$ cat config.mk
export PLATFORM = sky130hd
export DESIGN_NAME = alu_issue_ctrl
export DESIGN_NICKNAME = d
export VERILOG_FILES = /design/src/rtl/alu_issue_ctrl.sv
export SDC_FILE = /design/constraint.sdc
export NUM_CORES = 1
export LEC_CHECK = 0
export CORE_MARGIN = 10
export CORE_UTILIZATION = 43
export DETAILED_ROUTE_END_ITERATION = 10
export PLACE_DENSITY = 0.9
export SKIP_CTS_REPAIR_TIMING = 1
export SLEW_MARGIN = 10
export SYNTH_ARGS = -nofsm -noshare
export SYNTH_HDL_FRONTEND = slang
export SYNTH_SLANG_ARGS = --single-unit
export TNS_END_PERCENT = 30
$ cat constraint.sdc
create_clock -name clk -period 6 [get_ports clk]
set_input_delay 1.2 -clock clk [delete_from_list [all_inputs] [get_ports clk]]
set_output_delay 1.2 -clock clk [all_outputs]
set_load 0.02 [all_outputs]
$ cat src/rtl/alu_issue_ctrl.sv
// alu_issue_ctrl: decodes one instruction, drives the combinational ALU,
// holds its operands for a per-op number of cycles, then returns the
// captured result over a valid/ready handshake.
module alu_issue_ctrl #(
  parameter int DIV_CYCLES = 8,
  parameter int MUL_CYCLES = 4
) (
  input  logic        clk,
  input  logic        rst,
  input  logic        in_valid,
  output logic        in_ready,
  input  logic [31:0] instr,
  input  logic [31:0] rs_data,
  input  logic [31:0] rt_data,
  input  logic        flush,
  output logic [3:0]  alu_ctrl,
  output logic [31:0] alu_a,
  output logic [31:0] alu_b,
  output logic        alu_clr,
  input  logic [31:0] alu_result,
  input  logic        alu_zero,
  output logic        out_valid,
  input  logic        out_ready,
  output logic [31:0] out_result,
  output logic        out_zero,
  output logic [4:0]  out_waddr,
  output logic        out_illegal
);

  localparam int MAXH = (DIV_CYCLES > MUL_CYCLES) ? DIV_CYCLES : MUL_CYCLES;
  localparam int CW   = ($clog2(MAXH) < 1) ? 1 : $clog2(MAXH);
  localparam logic [CW-1:0] DIV_LD = CW'(DIV_CYCLES - 1);
  localparam logic [CW-1:0] MUL_LD = CW'(MUL_CYCLES - 1);
  localparam logic [3:0]    CTRL_IDLE = 4'b1111;

  typedef enum logic [1:0] {IDLE, EXEC, DONE} state_t;
  state_t state, state_nxt;

  logic [CW-1:0] cnt;
  logic [5:0]    opc;
  logic          dec_legal;
  logic          dec_imm;
  logic [3:0]    dec_ctrl;
  logic [CW-1:0] dec_ld;
  logic [31:0]   dec_b;
  logic [4:0]    dec_waddr;
  logic          accept;
  // rs field is carried only for the register file; the value arrives on rs_data
  logic          unused_rs;

  assign opc       = instr[31:26];
  assign unused_rs = ^instr[25:21];
  assign in_ready  = (state == IDLE);
  assign out_valid = (state == DONE);
  assign accept    = in_valid & in_ready & ~flush;

  // Opcode decode into ALU control code, operand B source and hold length
  always_comb begin
    dec_legal = 1'b1;
    dec_imm   = 1'b0;
    dec_ctrl  = CTRL_IDLE;
    dec_ld    = '0;
    unique case (opc)
      6'h01: begin dec_ctrl = 4'b0000; dec_ld = DIV_LD; end
      6'h02: begin dec_ctrl = 4'b0001; dec_ld = MUL_LD; end
      6'h03: dec_ctrl = 4'b0010;
      6'h04: dec_ctrl = 4'b0011;
      6'h05: dec_ctrl = 4'b0100;
      6'h06: dec_ctrl = 4'b0101;
      6'h07: dec_ctrl = 4'b0110;
      6'h08: dec_ctrl = 4'b0111;
      6'h09: dec_ctrl = 4'b1000;
      6'h0A: dec_ctrl = 4'b1001;
      6'h0B: dec_ctrl = 4'b1010;
      6'h0C: dec_ctrl = 4'b1011;
      6'h10: begin dec_ctrl = 4'b0011; dec_imm = 1'b1; end
      6'h11: begin dec_ctrl = 4'b0010; dec_imm = 1'b1; end
      default: dec_legal = 1'b0;
    endcase
  end

  assign dec_b     = dec_imm ? {{16{instr[15]}}, instr[15:0]} : rt_data;
  assign dec_waddr = dec_imm ? instr[20:16] : instr[15:11];

  // State register
  always_ff @(posedge clk) begin
    if (rst) state <= IDLE;
    else     state <= state_nxt;
  end

  // Next-state: flush always returns to IDLE; illegal ops skip EXEC
  always_comb begin
    state_nxt = state;
    if (flush) begin
      state_nxt = IDLE;
    end else begin
      unique case (state)
        IDLE:    if (accept) state_nxt = dec_legal ? EXEC : DONE;
        EXEC:    if (cnt == '0) state_nxt = DONE;
        DONE:    if (out_ready) state_nxt = IDLE;
        default: state_nxt = IDLE;
      endcase
    end
  end

  // ALU drive, hold counter and result capture
  always_ff @(posedge clk) begin
    if (rst) begin
      alu_ctrl    <= CTRL_IDLE;
      alu_a       <= '0;
      alu_b       <= '0;
      alu_clr     <= 1'b0;
      cnt         <= '0;
      out_result  <= '0;
      out_zero    <= 1'b0;
      out_waddr   <= '0;
      out_illegal <= 1'b0;
    end else begin
      alu_clr <= flush;
      if (flush) begin
        alu_ctrl <= CTRL_IDLE;
        alu_a    <= '0;
        alu_b    <= '0;
        cnt      <= '0;
      end else begin
        unique case (state)
          IDLE: if (accept) begin
            if (dec_legal) begin
              alu_ctrl  <= dec_ctrl;
              alu_a     <= rs_data;
              alu_b     <= dec_b;
              out_waddr <= dec_waddr;
              cnt       <= dec_ld;
            end else begin
              out_result  <= '0;
              out_zero    <= 1'b1;
              out_illegal <= 1'b1;
              out_waddr   <= '0;
            end
          end
          EXEC: begin
            if (cnt == '0) begin
              out_result  <= alu_result;
              out_zero    <= alu_zero;
              out_illegal <= 1'b0;
              alu_ctrl    <= CTRL_IDLE;
              alu_a       <= '0;
              alu_b       <= '0;
            end else begin
              cnt <= cnt - 1'b1;
            end
          end
          default: ;
        endcase
      end
    end
  end

endmodule

==> flow_summary.yaml, run 1 <==
synth:
  synth.area.mux_share_pct: 4.32
  synth-seq-cells: 113
  synth_compound_area_share_pct: 22.7
  synth_xor_area_share_pct: 0.378
  syn_nets: 631
  synth_seq_area_share_pct: 48.8
  ys.warnings.count: 0
  synth_top_family_by_area: "compound AO/OA/AOI/OAI gates"
  netlist_instances: 495
  ys_types: 44
  synthSimpleGateAreaFrac_pct: 17.6
  synth.cell_area_um2: 4630
  yosys.area_share.adder_pct: 0.540
  syn_area_per_cell_um2: 9.36
worst_setup_path:
  slowest_delay_ns: 0.89
  critPathMaxFanout: 34
  cp_cell_sequence: "clkdlybuf4s50_1, nor2_1, a32oi_1, a21oi_2, buf_4, nor2_2, o21ai_0"
  startpoint_type: "input pin"
  slowest_stage: "nor2_2"
  worst_setup_path_end_kind: "flop"
  regToRegSetupSlack_ns: 3.29
  crit_required_ns: 6.33
  arrival_ns: 4.02
  crit_type: "in2reg"
timing:
  slew_violations: 0
  clock_skew_ns: 0.00563
  grt_setup_unrepaired: "false"
  fin_crit_ns: 3.68
  fin_tns_setup_ns: 0
  fmax_ghz: 0.272
  setup_ws_ns: 2.32
  setup_viol: 0
  finalHoldViolCount: 0
  tightest_slew_ns: 1.13
  relSlewSlack_pct: 24.3
  finalCritPeriodShare_pct: 61.4
clock_tree:
  root_buffer: "clkbuf_8"
  clk_path_buf_depth: 2
  cts_buffers: 17
  cts_tree: "built"
  clk_pin_slew_ns: 0.06
  cts_max_level: 4
  worst_skew_pair.late_latency_ns: 0.51
  cts_sinks: 113
routing:
  viasPerCell: 5.62
  wl_per_cell_um: 20.3
  wl_mm: 17.4
  first_pass_iters: 5
  highest_layer: "met4"
  drt_iter0_drc: 340
  antenna_left: 0
  drc_errors: 0
  num_vias: 4818
  wl_met2_mm: 8.24
  wirelength_met1_mm: 6.60
  wl_met3_mm: 2.05
placed_design:
  dp_cells: 825
  place_congestion: 0.909
  post-dp-hpwl_mm: 12.7
  place_ws_ns: 1.84
  portBuffers: 238
final_layout:
  layout_commonest_cell: "clkdlybuf4s50_1"
  final_cell_count_no_fill: 857
  syn_to_final_growth_pct: 63.6
  final_layout_size_suffix_gt1_share_pct: 11.1
  fin_util_pct: 72.7
  fin_nets: 844
  n_antenna_cell: 0
  layout_common_cells: "clkdlybuf4s50_1, dfxtp_1, nand2_1"
power_and_ir_drop:
  powerDensity_nw_per_um2: 252
  peakVddDrop_mv: 0.156
  clockPowerShare_pct: 49.6
  power_frac_comb_pct: 10.5
  p_leak_nw: 2.82
  p_int_mw: 1.47
  p_seq_share_pct: 39.9
  p_switching_mw: 0.439
  power_switching_share_pct: 23.0
min_path:
  hp-class: "reg2reg"
floorplanning:
  core_um2: 10400
  std_cell_rows: 37
  die_area_um2: 15300
  io_pins: 244
  fp.dieH_um: 124
  die_w_um: 124
  start_util_pct: 44.5
run:
  cap_violations: 0
grt:
  grt_pass1_vias: 4953
  grt_pass1_wl_mm: 26.2
  gr-usage-all-layers_pct: 21.7
  antenna_found_initial: 0
  grt-ovfl-total: 0
  grt_max_degree: 69
run_status:
  status: "finished, final reports clean"
per-layer routing:
layer | vias up | global-route usage [%]
li1 | 2295 | -
met1 | 2252 | 22.9
met2 | 235 | 35.7
met3 | 36 | 11.7
met4 | 0 | 8.95
met5 | - | 0
stage by stage:
stage	total power, mW	area [µm²]	hold slack, ns
floorplan	0.861	4630	0.464
global placement	0.970	7010	0.436
detailed placement	0.976	7010	0.444
CTS	1.92	7570	0.457
global route	1.98	7580	0.479
finish	1.91	7580	0.455
layout make-up:
| type | count | area (µm²) |
|---|---|---|
| Clock inverter | 11 | 113 |
| Fill cell | 750 | 2840 |
| Timing Repair Buffer | 244 | 2430 |
| Tap cell | 136 | 170 |
| Inverter | 5 | 18.8 |
| Sequential cell | 113 | 2260 |
| Clock buffer | 21 | 449 |
| Multi-Input combinational cell | 327 | 2140 |
cells by family after synthesis:
family / after synthesis
fa+ha+maj: 2
xor+xnor: 2
mux: 20
flops: 113
compound gates: 149
simple gates: 154
buf+inv: 55
final timing paths:
kind | start | endpoint | depth (start not counted)
hold reg to reg | out_waddr[0] | out_waddr[0] | 2
setup reg to reg | state[0] | alu_a[15] | 5
setup / recovery | instr[28] | alu_a[15] | 7
hold / removal | out_waddr[0] | out_waddr[0] | 2
Yosys cell counts (all sizes together):
| library cell | n | area [µm²] |
|---|---|---|
| a2111oi | 1 | 8.76 |
| a211oi | 2 | 15.0 |
| a21o | 3 | 22.5 |
| a21oi | 25 | 133 |
| a22o | 32 | 280 |
| a31o | 34 | 298 |
| a31oi | 1 | 6.26 |
| a32oi | 1 | 8.76 |
| and2 | 1 | 6.26 |
| and4b | 1 | 10.0 |
| buf | 20 | 128 |
| clkbuf | 30 | 113 |
| dfxtp | 113 | 2260 |
| ha | 2 | 25.0 |
| inv | 5 | 18.8 |
| mux2i | 20 | 200 |
| nand2 | 43 | 164 |
| nand2b | 2 | 12.5 |
| nand3 | 3 | 15.0 |
| nand3b | 3 | 22.5 |
| nand4 | 35 | 219 |
| nor2 | 19 | 73.8 |
| nor2b | 5 | 31.3 |
| nor3 | 4 | 20.0 |
| nor3b | 1 | 7.51 |
| nor4 | 34 | 213 |
| o211ai | 1 | 7.51 |
| o21a | 2 | 15.0 |
| o21ai | 41 | 205 |
| o21ba | 1 | 16.3 |
| o22ai | 3 | 18.8 |
| o31a | 2 | 17.5 |
| or2 | 2 | 12.5 |
| or3b | 1 | 8.76 |
| xnor2 | 1 | 8.76 |
| xor2 | 1 | 8.76 |
registers in the layout, indices dropped and copies added (netlist names):
signal / count
alu_a: 32
alu_b: 32
out_result: 32
out_waddr: 5
alu_ctrl: 4
cnt: 3
state: 2
alu_clr: 1
out_illegal: 1
out_zero: 1
power by group through the flow:
stage,logic [mW],clock network [mW],registers (mW)
floorplan,0.0770,0,0.784
global placement,0.193,0,0.777
detailed placement,0.199,0,0.777
CTS,0.200,0.959,0.761
global route,0.216,1.00,0.762
finish,0.201,0.947,0.761
worst max-delay path, delay by kind of cell:
family,cells,cell delay (ns)
compound gates,3,0.86
buf+inv,2,0.95
simple gates,2,0.99
Power figures use the tool's default switching activity.
==> run 2, diff against run 1 <==
- CORE_UTILIZATION: 43 -> 40
- PLACE_DENSITY: 0.9 -> 0.84
- clock period: 6 -> 3.4 ns (I/O delays scaled with it)
==> run 2 against run 1 <==
  * Clock power is 87% higher
  * Power up 82%
  * Sequential power is 76% higher
  * First-iteration DRC count fell by 13%
  * Clock skew increased by 0.0069 ns
  * Combinational power increased by 80%
  * Non-clock buffer count rose by 6
  * Sequential share of layout area decreased by 0.35 points
  * Via count about the same
  * Global-route usage is 1.9 points lower
  * Cell count grew 1.4%
  * Critical path type unchanged
  * Critical endpoint is now alu_ctrl[2]
==> flow_summary.yaml, run 2 (synthesis results as in run 1) <==
timing:
  fmax_ghz: 0.365
  finalHoldViolCount: 0
  tightest_slew_ns: 0.825
  fin_tns_setup_ns: 0
  relSlewSlack_pct: 45.0
  holdWs_ns: 0.456
  finalCritPeriodShare_pct: 80.6
  fin_crit_ns: 2.74
  setup_viol: 0
  slew_violations: 0
  grt_setup_unrepaired: "false"
  setup_ws_ns: 0.660
  clock_skew_ns: 0.0125
final_layout:
  fin_util_pct: 67.4
  syn_to_final_growth_pct: 65.5
  seqCellArea_um2: 2260
  largestRegisters: "alu_a: 32 flops, alu_b: 32 flops, out_result: 32 flops"
  layout_common_cells: "clkdlybuf4s50_1, dfxtp_1, nand2_1"
  n_fill_cell: 892
  n_antenna_cell: 0
  fin_nets: 850
  multiInputGateArea_um2: 2130
  final_layout_size_suffix_gt1_share_pct: 11.7
  layout_commonest_cell: "clkdlybuf4s50_1"
min_path:
  hp-class: "reg2reg"
placed_design:
  portBuffers: 238
  post-dp-hpwl_mm: 12.7
  place_congestion: 0.833
  place_ws_ns: 0.252
worst_setup_path:
  startpoint_type: "input pin"
  slowest_delay_ns: 0.71
  worst_setup_path_end_kind: "flop"
  cp_top_family: "compound AO/OA/AOI/OAI gates"
  slowest_stage: "a21oi_2"
  critPathMaxFanout: 34
  crit_type: "in2reg"
  cp_num_buf_inv: 2
  arrival_ns: 3.02
  crit_required_ns: 3.68
  cp_cell_sequence: "clkdlybuf4s50_1, nor2_1, a32oi_1, a21oi_2, nor2_2, buf_4, o31a_1"
routing:
  wl_per_cell_um: 19.6
  antenna_left: 0
  first_pass_iters: 4
  wl_met2_mm: 8.32
  viasPerCell: 5.55
  drc_errors: 0
  highest_layer: "met4"
  wl_mm: 17.0
  drt_iter0_drc: 296
  wl_met3_mm: 1.93
  num_vias: 4822
  wirelength_met1_mm: 6.56
run:
  cap_violations: 0
floorplanning:
  die_w_um: 128
  std_cell_rows: 39
  start_util_pct: 40.7
  core_um2: 11400
  io_pins: 244
  fp.dieH_um: 128
  die_area_um2: 16300
clock_tree:
  clk_path_buf_depth: 2
  cts_sinks: 113
  root_buffer: "clkbuf_16"
  cts_buffers: 17
  cts_max_level: 4
  clk_pin_slew_ns: 0.05
  worst_skew_pair.late_latency_ns: 0.40
  cts_tree: "built"
grt:
  grt-ovfl-total: 0
  grt_pass1_vias: 4981
  grt_pass1_wl_mm: 26.2
  grt_max_degree: 68
  gr-usage-all-layers_pct: 19.8
  antenna_found_initial: 0
run_status:
  status: "finished, final reports clean"
power_and_ir_drop:
  p_leak_nw: 2.86
  powerDensity_nw_per_um2: 453
  peakVddDrop_mv: 0.252
[run 2: final cells by class]
class / count / area share (%)
Timing Repair Buffer: 250 / 32.4
Clock buffer: 21 / 6.01
Multi-Input combinational cell: 327 / 27.7
Clock inverter: 10 / 1.76
Tap cell: 143 / 2.33
Inverter: 5 / 0.245
Sequential cell: 113 / 29.5
[run 2: path summary, 6_finish.rpt]
check / end / cells past startpoint / from / slack [ns]
worst max register to register: alu_a[19] / 6 / state[0] / 1.24
worst max-delay path: alu_ctrl[2] / 7 / instr[27] / 0.66
worst min register to register: alu_a[28] / 2 / alu_a[28] / 0.46
worst min-delay path: alu_a[28] / 2 / alu_a[28] / 0.46
[run 2: stage by stage]
stage	instances	area, µm²	total power [mW]
after CTS	869	7670	3.50
after detailed placement	838	7070	1.73
after global placement	838	7070	1.72
after global routing	869	7670	3.60
after floorplan	495	4630	1.52
final	869	7670	3.47
[run 2: tightest hold or removal path, stage by stage, from the launching register on]
cell	delay [ns]
dfxtp_1	0.30
nand2_1	0.06
o21ai_1	0.05
[run 2: layer usage]
layer / track usage (%) / vias to the layer above
met5: 0 / -
met4: 5.76 / 0
met3: 10.1 / 17
met2: 33.5 / 231
met1: 21.2 / 2278
li1: - / 2296
[run 2: report_power, final]
part	switching (mW)	leakage, nW	total, mW	internal, mW
logic	0.168	1.67	0.362	0.194
registers	0.00690	0.911	1.34	1.34
clock network	0.585	0.281	1.77	1.18
total	0.760	2.86	3.47	2.71
